[config.mk]
export PLATFORM = sky130hd
export DESIGN_NAME = dir_input_ctrl
export DESIGN_NICKNAME = d
export VERILOG_FILES = /design/src/rtl/snake_pkg.sv /design/src/rtl/btn_debounce.sv /design/src/rtl/dir_input_ctrl.sv
export SDC_FILE = /design/constraint.sdc
export NUM_CORES = 1
export LEC_CHECK = 0
export CORE_MARGIN = 5
export CORE_UTILIZATION = 41
export CTS_CLUSTER_SIZE = 24
export DETAILED_ROUTE_END_ITERATION = 16
export MAX_ROUTING_LAYER = met4
export PLACE_DENSITY = 0.55
export SYNTH_ARGS = -nofsm -noshare
export SYNTH_HDL_FRONTEND = slang
export SYNTH_SLANG_ARGS = --single-unit
[constraint.sdc]
create_clock -name i_Clk -period 2.75 [get_ports i_Clk]
set_clock_uncertainty 0.1 [all_clocks]
set_input_delay 0.4125 -clock i_Clk [delete_from_list [all_inputs] [get_ports i_Clk]]
set_output_delay 0.4125 -clock i_Clk [all_outputs]
set_load 0.01 [all_outputs]
[src/rtl/snake_pkg.sv]
// Direction codes and helpers shared by the button front end and the head-update logic.
package snake_pkg;

   localparam int unsigned NUM_DIRS = 4;

   typedef enum logic [1:0] {
      UP    = 2'd0,
      DOWN  = 2'd1,
      RIGHT = 2'd2,
      LEFT  = 2'd3
   } dir_t;

   function automatic dir_t dir_reverse(input dir_t d);
      dir_t r;
      case (d)
         UP:      r = DOWN;
         DOWN:    r = UP;
         RIGHT:   r = LEFT;
         default: r = RIGHT;
      endcase
      return r;
   endfunction

endpackage

[src/rtl/btn_debounce.sv]
// One button: two-flop synchroniser followed by a stability counter that owns the debounced level.
module btn_debounce #(
   parameter int DEB_CYCLES = 250000,
   parameter int DEB_W      = 18
) (
   input  logic clk,
   input  logic rst_n,
   input  logic raw,
   output logic level
);

   localparam logic [DEB_W-1:0] DEB_LAST = DEB_W'(DEB_CYCLES - 1);

   logic             sync_p0;
   logic             sync_p1;
   logic [DEB_W-1:0] cnt;

   always_ff @(posedge clk or negedge rst_n) begin
      if (!rst_n) begin
         sync_p0 <= 1'b0;
         sync_p1 <= 1'b0;
         cnt     <= '0;
         level   <= 1'b0;
      end else begin
         sync_p0 <= raw;
         sync_p1 <= sync_p0;
         // Any sample agreeing with the current level restarts the stability count.
         if (sync_p1 == level) begin
            cnt <= '0;
         end else if (cnt == DEB_LAST) begin
            level <= ~level;
            cnt   <= '0;
         end else begin
            cnt <= cnt + 1'b1;
         end
      end
   end

endmodule

[src/rtl/dir_input_ctrl.sv]
// Button front end: debounce, press priority, optional direction filter and a small turn queue.
// Optional filter enabled by defining DIR_QUEUE_FILTER_EN; reset release is expected synchronous to i_Clk.
module dir_input_ctrl
   import snake_pkg::*;
#(
   parameter int DEB_CYCLES = 250000,
   parameter int DEB_W      = 18,
   parameter int FIFO_DEPTH = 2
) (
   input  logic                i_Clk,
   input  logic                i_Rst,
   input  logic [NUM_DIRS-1:0] i_Btn,
   input  logic                i_Tick,
   input  logic [1:0]          i_Way,
   output logic [1:0]          o_Push,
   output logic                o_Valid,
   output logic [NUM_DIRS-1:0] o_Btn_Db,
   output logic                o_Drop
);

   localparam int AW = $clog2(FIFO_DEPTH);
   localparam logic [AW:0] FULL_CNT = (AW + 1)'(FIFO_DEPTH);

   logic [NUM_DIRS-1:0] db_prev;
   logic [NUM_DIRS-1:0] rise;
   logic                press_vld;
   dir_t                press_dir;
   logic                accept;
   logic                full;
   logic                pop;
   logic                push;
   logic                drop_evt;

   dir_t                mem [FIFO_DEPTH];
   logic [AW-1:0]       rd_ptr;
   logic [AW-1:0]       wr_ptr;
   logic [AW:0]         count;

   for (genvar g = 0; g < NUM_DIRS; g++) begin : g_deb
      btn_debounce #(
         .DEB_CYCLES (DEB_CYCLES),
         .DEB_W      (DEB_W)
      ) u_deb (
         .clk   (i_Clk),
         .rst_n (i_Rst),
         .raw   (i_Btn[g]),
         .level (o_Btn_Db[g])
      );
   end

   assign rise = o_Btn_Db & ~db_prev;

   // Lowest index wins when several buttons rise together; the rest vanish silently.
   always_comb begin
      press_vld = 1'b0;
      press_dir = UP;
      for (int i = NUM_DIRS - 1; i >= 0; i--) begin
         if (rise[i]) begin
            press_vld = 1'b1;
            press_dir = dir_t'(2'(i));
         end
      end
   end

`ifdef DIR_QUEUE_FILTER_EN
   logic [AW-1:0] last_ptr;
   dir_t          ref_dir;

   assign last_ptr = wr_ptr - AW'(1);
   assign ref_dir  = (count != '0) ? mem[last_ptr] : dir_t'(i_Way);
   assign accept   = press_vld && (press_dir != ref_dir) && (press_dir != dir_reverse(ref_dir));
`else
   assign accept   = press_vld;
`endif

   assign full     = (count == FULL_CNT);
   assign pop      = i_Tick && (count != '0);
   assign push     = accept && (!full || pop);
   assign drop_evt = accept && full && !pop;

   assign o_Valid  = (count != '0);
   assign o_Push   = o_Valid ? mem[rd_ptr] : i_Way;

   always_ff @(posedge i_Clk or negedge i_Rst) begin
      if (!i_Rst) begin
         db_prev <= '0;
         rd_ptr  <= '0;
         wr_ptr  <= '0;
         count   <= '0;
         o_Drop  <= 1'b0;
      end else begin
         db_prev <= o_Btn_Db;
         if (push) wr_ptr <= wr_ptr + 1'b1;
         if (pop)  rd_ptr <= rd_ptr + 1'b1;
         case ({push, pop})
            2'b10:   count <= count + 1'b1;
            2'b01:   count <= count - 1'b1;
            default: count <= count;
         endcase
         if (drop_evt) o_Drop <= 1'b1;
      end
   end

   // Queue storage carries data only; validity is tracked by the pointers and count.
   always_ff @(posedge i_Clk) begin
      if (push) mem[wr_ptr] <= press_dir;
   end

endmodule

==> metrics.yaml <==
synth:
  synthFlopType: "dfrtp_1"
  synth-seq-area-share: 0.535
  syn_avg_cell_area_um2: 10.3
  syn_nets: 459
  netlist_area_um2: 4580
  synthArstFlopShare: 0.959
  ys_ff_latch: 97
  yosys_warnings: 0
  synthCells: 445
  synth_edf_count: 4
  yosys.cell_types.count: 39
detailed_routing:
  first_iter_violations: 151
  ant_nets: 0
  first_pass_iters: 4
  wirelength_um: 8420
  drc: 0
  vias: 3152
  via_per_inst: 5.15
  wl_per_cell_um: 13.8
pwr:
  p_per_area_nw_per_um2: 494
  ir_drop_mv: 0.238
  leakagePower_nw: 2.05
grt:
  grt_usage: 0.144
  grt_pass1_vias: 3137
  antenna_found_initial: 0
  grt_max_degree: 41
  overflow: 0
  grt_pass1_wl_um: 14800
sta:
  hold_violations: 0
  setup-violations-final: 0
  hold_ws_ps: 257
  worst_pin_slew_ps: 495
  min_period_over_period: 0.853
  slew_viol_final: 0
  setup_tns_ps: 0
  fmaxAchievable_mhz: 426
  maxSlewHeadroom: 0.668
  worst_slack_ps: 403
  rsz0062_at_grt: "no"
  min_period_ps: 2350
setup_path:
  required_ps: 2240
  worst_path_dominant_cell_family: "buffers and inverters"
  slowest_stage: "clkdlybuf4s50_1"
  critPathMaxFanout: 6
  cp.arrival_ps: 1830
  crit_chain: "or2_2, a21oi_1, clkdlybuf4s50_1"
  crit_type: "register to output port"
  start_kind: "register"
  cp-end-kind: "output port"
  crit_buf_inv: 1
  critPathMaxStageDelay_ps: 550
placement:
  gp_congestion: 0.841
  post-dp-hpwl_um: 5890
  place_ws_ps: 464
  dp_cells: 595
  io_buffers: 16
  dpl_cell_area_um2: 4880
final_layout:
  instances_no_fill: 612
  fin_area_um2: 5100
  area.growth.synth_to_final_pct: 11.4
  fillCellCount: 1046
  layout_commonest_cell: "dfrtp_1"
  multi_input_area_um2: 2000
  regArea_um2: 2450
  final_nets: 481
  diodes: 0
  final_cell_mix: "dfrtp_1 (93), nor2_1 (85), xnor2_1 (46)"
  drive_above_1_share: 0.0763
cts:
  clockBufferDepth: 2
  clock-sinks: 97
  clk_pin_slew_ps: 90
  cts_resized: 0
  cts_root_buf: "clkbuf_8"
  cts_buffers: 9
  hold_buffers: 1
  cts_setup_buffers: 0
  ctsHtreeMaxLevel: 3
  insertion_delay_ps: 370
  cts_tree: "built"
floorplan:
  core-area_um2: 10900
  dieHeight_um: 116
  start_util: 0.420
  ioPinCount: 17
  fp-row-count: 38
  die-area_um2: 13400
  die_w_um: 116
status:
  outcome: "complete, no violations"
hold_path:
  hold_path_class: "register to register"
flow_run:
  maxCapViolCount: 0
-- power breakdown --
part           internal [mW]  total, mW  leakage (nW)  switching, mW
clock network          0.471      0.951         0.103          0.481
logic                 0.0364     0.0992         0.626         0.0628
registers               1.45       1.47          1.32         0.0183
total                   1.96       2.52          2.05          0.562
-- metrics by stage --
stage	utilization	power, mW
global placement	0.448	1.60
detailed placement	0.448	1.60
floorplan	-	1.54
CTS	0.468	2.56
global route	0.468	2.62
finish	0.468	2.52
-- logic make-up after synthesis --
family / synth area share
buf+inv: 0.0287
compound gates: 0.0336
flops: 0.535
xor+xnor: 0.126
simple gates: 0.249
fa+ha+maj: 0.0137
mux: 0.0142
-- worst register-to-register path, cell delays in order, from the launching register on --
cell and delay (ps):
dfrtp_1 440, or4b_1 540, or4_4 550, o21ai_4 430, nor2_1 110
-- cells in the mapped netlist, types with 3 or more instances --
cell type  number  area share
dfrtp_1        93        0.51
nor2_1         85       0.070
xnor2_1        46       0.088
nand3_1        29       0.032
nand4_1        22       0.030
xor2_1         20       0.038
nor4_1         17       0.023
nand2_1        15       0.012
inv_1          14       0.011
nor3_1         12       0.013
a21oi_1        10       0.011
clkbuf_1        7      0.0057
nor2b_1         7      0.0096
or3_1           6      0.0082
or4_1           6      0.0098
and4_1          5      0.0096
ha_1            5       0.014
buf_4           4      0.0066
edfxtp_1        4       0.026
mux2_2          4      0.0098
o21ai_0         4      0.0044
and3_1          3      0.0041
o31ai_1         3      0.0049
-- flip-flops by register name, indices dropped and copies added (netlist names) --
signal               cells
rd_ptr                   1
g_deb.u_deb.sync_p1      4
o_Drop                   1
g_deb.u_deb.cnt         72
db_prev                  4
g_deb.u_deb.level        4
count                    2
g_deb.u_deb.sync_p0      4
wr_ptr                   1
mem                      4
-- final cells by class --
cell class / instances / area share
flip-flops and latches: 97 / 0.480
multi-input cells: 321 / 0.392
repair buffers: 24 / 0.0432
well taps: 140 / 0.0344
clock buffers: 12 / 0.0304
inverters: 14 / 0.0103
clock inverters: 4 / 0.0101
-- worst paths after layout --
path / depth (start not counted) / start / slack (ps) / endpoint
min in group asynchronous: 2 / i_Rst / 450 / g_deb[0].u_deb.cnt[13]
worst min register to register: 0 / g_deb[3].u_deb.sync_p0 / 260 / g_deb[3].u_deb.sync_p1
worst max register to register: 4 / g_deb[3].u_deb.cnt[13] / 450 / g_deb[3].u_deb.cnt[7]
worst max-delay path: 3 / count[0] / 400 / o_Push[1]
max in group asynchronous: 3 / i_Rst / 1400 / g_deb[1].u_deb.cnt[17]
worst min-delay path: 0 / g_deb[3].u_deb.sync_p0 / 260 / g_deb[3].u_deb.sync_p1
-- metal layers --
metal  GRT usage  part of all wire  vias to the layer above  routed length (um)
met3      0.0225             0.033                       12                 279
met2       0.221              0.46                       49                3860
li1            -                 -                     1575                   -
met5           -                 0                        -                   0
met4      0.0727             0.025                        0                 211
met1       0.185              0.48                     1516                4060
Power figures use the tool's default switching activity.
